$ cat src/rtl/reg_bank.sv
// reg_bank: a register file of REGCOUNT registers, each DATASIZE bits wide. Registers can be read and written singly or as
// even/odd pairs, and a pair can be incremented or decremented in place.
module reg_bank #(
    parameter int DATASIZE = 8,
    parameter int REGCOUNT = 8,
    parameter int ADDRSIZE = 3
) (
    input  logic                  clk,
    input  logic                  rst,
    input  logic                  wenb,
    input  logic [ADDRSIZE-1:0]   waddr,
    input  logic [DATASIZE-1:0]   wdata,
    input  logic                  penb,
    input  logic                  pinc,
    input  logic                  pdec,
    input  logic [ADDRSIZE-2:0]   paddr,
    input  logic [2*DATASIZE-1:0] pdata,
    input  logic [ADDRSIZE-1:0]   raddr,
    output logic [DATASIZE-1:0]   rdata,
    input  logic [ADDRSIZE-2:0]   rpaddr,
    output logic [2*DATASIZE-1:0] rpdata,
    output logic                  pzero
);
    localparam logic [2*DATASIZE-1:0] ONE = {{(2*DATASIZE-1){1'b0}}, 1'b1};

    logic [DATASIZE-1:0]   r_regs [REGCOUNT];
    logic                  r_pzero;
    logic [ADDRSIZE-1:0]   w_hi, w_lo;
    logic [2*DATASIZE-1:0] w_cur, w_res;
    logic                  w_inc, w_dec, w_pop;

    assign w_hi  = {paddr, 1'b0};
    assign w_lo  = {paddr, 1'b1};
    assign w_cur = {r_regs[w_hi], r_regs[w_lo]};
    // A pair write masks increment and decrement. Asserting pinc and pdec together does nothing.
    assign w_inc = ~penb & pinc & ~pdec;
    assign w_dec = ~penb & pdec & ~pinc;
    assign w_pop = penb | w_inc | w_dec;
    assign w_res = penb ? pdata : w_inc ? w_cur + ONE : w_cur - ONE;

    always_ff @(posedge clk or negedge rst) begin
        if (!rst) begin
            for (int i = 0; i < REGCOUNT; i++) r_regs[i] <= '0;
            r_pzero <= 1'b0;
        end else begin
            if (w_pop) begin
                r_regs[w_hi] <= w_res[2*DATASIZE-1:DATASIZE];
                r_regs[w_lo] <= w_res[DATASIZE-1:0];
            end
            // The single write comes last, so it wins any byte that it shares with the pair operation.
            if (wenb) r_regs[waddr] <= wdata;
            if (w_inc | w_dec) r_pzero <= (w_res == '0);
        end
    end

    assign rdata  = r_regs[raddr];
    assign rpdata = {r_regs[{rpaddr, 1'b0}], r_regs[{rpaddr, 1'b1}]};
    assign pzero  = r_pzero;
endmodule

$ cat config.mk
export PLATFORM = sky130hd
export DESIGN_NAME = reg_bank
export DESIGN_NICKNAME = d
export VERILOG_FILES = /design/src/rtl/reg_bank.sv
export SDC_FILE = /design/constraint.sdc
export NUM_CORES = 1
export LEC_CHECK = 0
export BUFFER_PORTS_ARGS = -buffer_cell sky130_fd_sc_hd__clkbuf_2
export CORE_ASPECT_RATIO = 0.6
export CORE_MARGIN = 5
export CORE_UTILIZATION = 50
export CTS_BUF_LIST = sky130_fd_sc_hd__clkbuf_8
export DETAILED_ROUTE_END_ITERATION = 8
export PLACE_DENSITY = 0.71
export SYNTH_ARGS = -nofsm -noshare
export SYNTH_HDL_FRONTEND = slang
export SYNTH_SLANG_ARGS = --single-unit
$ cat constraint.sdc
create_clock -name clk -period 3.1 [get_ports clk]
set_input_delay 0.31 -clock clk [delete_from_list [all_inputs] [get_ports clk]]
set_output_delay 0.31 -clock clk [all_outputs]
set_load 0.03 [all_outputs]
==> results of run 1 <==
## cell families (layout without fill, tap and decap cells)
group                      after synthesis  in the layout  synth area share
AOI/OAI and AO/OA                      164            164             0.178
adders and majority gates                7              7            0.0167
buffers and inverters                   57            219            0.0416
muxes                                  103            103             0.291
DFF                                     65             65             0.286
xor gates and xnor gates                11             11            0.0169
and+or+nand+nor                        208            208             0.170
## through the flow
stage	hold slack, ns	std cells	util	setup slack (ns)
finish	0.138	921	0.655	-0.248
global route	0.220	921	0.655	-0.336
CTS	0.177	915	0.644	-0.202
detailed placement	0.543	897	0.625	-0.450
global placement	0.538	897	0.625	-0.401
floorplan	0.0144	615	-	-0.435
## state kept, by name, summed over array words and instances, names as in the netlist
register and count:
r_regs 64, pzero 1
## critical path: cells and delay by family (launching register included)
kind / cells / cell delay (ns)
simple gates: 4 / 1.09
compound gates: 5 / 0.91
mux: 1 / 0.54
flops: 1 / 0.40
fa+ha+maj: 1 / 0.30
## repair_timing
item / in CTS / in global routing
endpoints found under the setup margin: 20 / 33
resized for setup: 10 / 25
pin swaps: 14 / 12
buffers inserted: 4 / 6
## routing by layer
metal	vias to the layer above	track usage
li1	2609	-
met5	-	0
met3	70	0.0689
met4	0	0.0891
met1	2874	0.465
met2	408	0.443
## worst paths after layout
kind,startpoint,to,slack [ns]
max in group asynchronous,rst,r_regs[52],2.39
max,r_regs[1],pzero,-0.25
min,rst,r_regs[59],0.14
min in group clk,wdata[7],r_regs[15],0.32
max reg2reg,r_regs[1],pzero,-0.25
min reg2reg,pzero,pzero,0.57
## final cells by class
class	instances	area, um^2	area share
clock buffers	9	124	0.0168
well taps	144	180	0.0245
flip-flops and latches	65	1630	0.221
repair buffers	198	1350	0.183
inverters	7	26.3	0.00357
multi-input cells	493	4020	0.547
clock inverters	5	26.3	0.00357
## power by group
| group | internal [mW] | switching, mW |
|---|---|---|
| sequential | 1.15 | 0.317 |
| clock | 0.274 | 0.339 |
| combinational | 1.91 | 2.04 |
## cell usage in the layout, fill, tap and decap left out, drive strengths merged, types with 4 or more instances in the layout
cell type and instances:
dfrtp 65, o211ai 8, mux2i 42, and2 5, nand2 91, and3 4
nand3 5, o21ai 74, o31ai 6, nor3 13, mux2 13, inv 8
xnor2 9, ha 6, nand2b 7, a21oi 39, nor2 56, nor4 6
buf 134, mux4 48, clkbuf 73, a31oi 5, a21o 4
==> results.json, run 1 <==
{
  "worstPathCellList": "mux4_2 > ha_4 > nor2b_4 > a221oi_2 > or3b_4 > and3_4 > or3_4 > a2bb2oi_2 > o211ai_1 > a2111o_1 > o41ai_2",
  "cp.arrival_ns": 3.61,
  "core_region_area_mm2": 0.0112,
  "critPathKind": "flip-flop to flip-flop",
  "drtAntennaViolNets": 0,
  "cts.sinks": 65,
  "rr_worst_depth": 11,
  "hold_viol": 0,
  "cp-start-kind": "flip-flop",
  "outcome": "finished, violations left",
  "seq_area_frac_synth": 0.286,
  "max-slew-margin-rel": 0.320,
  "grt_overflow": 0,
  "insertion_delay_ns": 0.36,
  "syn2layout_area_growth_pct": 29.3,
  "routed_via_density": 6.47,
  "htreeDepth": 3,
  "slowest_delay_ns": 0.54,
  "setup_violations": 20,
  "die_w_um": 148,
  "syn_area_per_cell_um2": 9.25,
  "cts_buffers": 9,
  "hpwlAfterDp_mm": 16.3,
  "crit_path_end_kind": "flip-flop",
  "fin_crit_sh": 1.08,
  "synth_top_cell_by_area": "dfrtp_1",
  "ios": 65,
  "layout.nets": 821,
  "synth_warnings": 0,
  "design.die.area_mm2": 0.0137,
  "skew_ns": 0.00730,
  "synth_area_leaders": "dfrtp_1 (29%), mux4_2 (18%), mux2i_1 (7.4%)",
  "fill_cells": 910,
  "slew_violations": 0,
  "final_layout_size_suffix_gt1_frac": 0.412,
  "synth_ff_type": "dfrtp_1",
  "cts_tree": "yes",
  "synth_edf_count": 0,
  "rows": 30,
  "clockBufferDepth": 2,
  "synth_common_cells": "nand2_1 (91), o21ai_0 (66), dfrtp_1 (65)",
  "routabilityCongestion": 0.967,
  "syn_inst": 615,
  "met2WireLength_mm": 8.87,
  "worstPathRequired_ns": 3.36,
  "syn-num-nets": 662,
  "design_area_mm2": 0.00735,
  "synthArstFlopShare": 1.00,
  "fmax_mhz": 299,
  "grt_antenna_before_repair": 0,
  "cts_root_buffer": "clkbuf_8",
  "timing.final.ws_setup_ns": -0.248,
  "rsz0062_at_grt": "true",
  "violations": "setup timing",
  "grt_pass1_vias": 5524,
  "met3WireLength_mm": 2.66,
  "clk_pin_slew_ns": 0.07,
  "drt_wl_total_mm": 21.3,
  "dpl-instance-area_mm2": 0.00702,
  "worst_pin_slew_ns": 1.02,
  "diodes": 0,
  "drv_cap": 0,
  "timing.setup.tns_ns": -2.07,
  "yosysMostFrequentCell": "nand2_1",
  "min_path_type": "primary input to async pin",
  "grt_max_degree": 66,
  "top_layer": "met4",
  "start_util": 0.507,
  "synth_area_mm2": 0.00569,
  "grt_usage": 0.308,
  "met1_length_mm": 8.97,
  "ys_types": 70,
  "ys_seq_elements": 65,
  "slowest_stage": "mux4_2",
  "holdBufCountCts": 0,
  "grt_pass1_wl_mm": 32.1,
  "drc_errors": 0,
  "portBuffers": 64,
  "dr.pass1.iters": 6,
  "vias": 5961,
  "drt-initial-drc-count": 780,
  "die_y_um": 92.6,
  "synth_top_area_frac": 0.286,
  "routedWlPerCell_um": 23.1,
  "path_max_fanout": 4,
  "p_leak_nw": 3.22,
  "finalCriticalPeriod_ns": 3.35,
  "power.density_mw_per_mm2": 820,
  "power_mw": 6.03,
  "peakVddDrop_mv": 0.313
}
Note: power is estimated with default switching activity, not from simulation.
==> run 2, diff against run 1 <==
--- a/config.mk
+++ b/config.mk
@@ -6,7 +6,7 @@
 export NUM_CORES = 1
 export LEC_CHECK = 0
 export BUFFER_PORTS_ARGS = -buffer_cell sky130_fd_sc_hd__clkbuf_2
-export CORE_ASPECT_RATIO = 0.6
+export CORE_ASPECT_RATIO = 2
 export CORE_MARGIN = 5
 export CORE_UTILIZATION = 50
 export CTS_BUF_LIST = sky130_fd_sc_hd__clkbuf_8
==> run 2 against run 1 <==
Effect of this change:
- the flow still finishes with violations (setup timing)
- clock skew is 0.0063 ns higher
- worst hold slack gained 0.14 ns
- maximum frequency up 1.3%
- wire length shrank 1.9%
- non-clock buffer count grew 5
- critical path depth stayed put
==> results.json, run 2 (same netlist as run 1, synthesis figures left out) <==
{
  "outcome": "finished, violations left",
  "violations": "setup timing",
  "use_met2": 0.547,
  "drv_cap": 0,
  "cp.arrival_ns": 3.55,
  "routed_via_density": 6.45,
  "met1_usage": 0.349,
  "grt_pass1_vias": 6267,
  "busiest_layer": "met2",
  "design.die.area_mm2": 0.0137,
  "worst_pin_slew_ns": 1.08,
  "hold_viol": 0,
  "critPathKind": "flip-flop to flip-flop",
  "worstPathRequired_ns": 3.35,
  "fmax_mhz": 302,
  "drt_wl_total_mm": 20.9,
  "regMostFlops": "r_regs",
  "cts.sinks": 65,
  "rsz0062_at_grt": "true",
  "portBuffers": 64,
  "ios": 65,
  "routabilityCongestion": 1.01,
  "fin_hold_ws_ns": 0.279,
  "drt-initial-drc-count": 436,
  "final_cell_mix": "buf_4 (132), nand2_1 (91), dfrtp_1 (65)",
  "clockBufferDepth": 2,
  "final_layout_size_suffix_gt1_frac": 0.425,
  "dr.pass1.iters": 7,
  "cts_root_buffer": "clkbuf_8",
  "finalNonFillerCells": 926,
  "core_region_area_mm2": 0.0112,
  "die_w_um": 85.4,
  "peakVddDrop_mv": 0.624,
  "drtAntennaViolNets": 0,
  "grt_max_degree": 46,
  "insertion_delay_ns": 0.36,
  "htreeDepth": 3,
  "setup_violations": 15,
  "diodes": 0,
  "gr-usage-met3": 0.0411,
  "fin_crit_sh": 1.07,
  "timing.setup.tns_ns": -1.23,
  "slew_violations": 0,
  "die_y_um": 161,
  "drc_errors": 0,
  "largest_reg_flops": 64,
  "crit_path_end_kind": "flip-flop",
  "seqCellArea_mm2": 0.00163,
  "final_util": 0.679,
  "max-slew-margin-rel": 0.279,
  "skew_ns": 0.0136,
  "clk_pin_slew_ns": 0.07,
  "layout.nets": 826,
  "grt_usage": 0.312,
  "timing.final.ws_setup_ns": -0.206,
  "rows": 55,
  "power.density_mw_per_mm2": 843,
  "p_leak_nw": 3.30,
  "start_util": 0.507,
  "hpwlAfterDp_mm": 16.0,
  "cts_buffers": 9,
  "vias": 5970,
  "final_common_cell": "buf_4",
  "grt_overflow": 0,
  "multi_input_area_mm2": 0.00414,
  "cts_tree": "yes",
  "finalCriticalPeriod_ns": 3.31,
  "min_path_type": "primary input to flip-flop",
  "fill_cells": 876,
  "path_max_fanout": 3,
  "grt_pass1_wl_mm": 33.1,
  "routedWlPerCell_um": 22.5,
  "placed_cells": 904,
  "syn2layout_area_growth_pct": 33.9,
  "grt_antenna_before_repair": 0,
  "cp-start-kind": "flip-flop"
}
## run 2: final timing paths
path | from | endpoint | slack, ns | cells past startpoint
max in group asynchronous | rst | r_regs[43] | 1.62 | 3
max | r_regs[1] | pzero | -0.21 | 11
min | wdata[0] | r_regs[24] | 0.28 | 3
min reg2reg | pzero | pzero | 0.58 | 2
min in group asynchronous | rst | r_regs[63] | 0.47 | 2
max reg2reg | r_regs[1] | pzero | -0.21 | 11
## run 2: through the flow
step | area [um^2] | setup slack, ns | power, mW
2_1_floorplan | 5820 | -0.435 | 3.56
3_3_place_gp | 7100 | -0.420 | 5.03
3_5_place_dp | 7100 | -0.492 | 5.16
4_1_cts | 7480 | -0.159 | 6.20
5_1_grt | 7620 | -0.319 | 6.74
6_report | 7620 | -0.206 | 6.42
## run 2: worst max-delay path: stages, from the launching register on
cell and delay (ns):
dfrtp_1 0.40, mux4_2 0.53, ha_4 0.30, nor2b_4 0.15
a221oi_2 0.07, or3b_4 0.39, and3_4 0.17, or3_4 0.38
a2bb2oi_2 0.12, o211ai_1 0.09, a2111o_1 0.39, o41ai_2 0.21
## run 2: report_power, final
part	switching, mW	internal, mW
Combinational	2.11	1.99
Sequential	0.289	1.15
Clock	0.356	0.535
## run 2: cell type report
type / instances / area share
Multi-Input combinational cell: 493 / 0.543
Sequential cell: 65 / 0.213
Timing Repair Buffer: 203 / 0.185
Tap cell: 142 / 0.0233
Clock buffer: 9 / 0.0163
Clock inverter: 7 / 0.0154
Inverter: 7 / 0.00345
## run 2: layer usage
layer  wire, um  vias up
met4       1620        0
met5          0        -
met2      10900      355
met1       6910     2877
li1           -     2617
met3       1450      121
## run 2: what timing repair did
action	4_1_cts	5_1_grt
pin swaps	11	13
hold buffers	1	0
setup endpoints to repair	29	43
buffers inserted	5	1
endpoints found under the hold margin	20	0
gates resized for setup	21	38
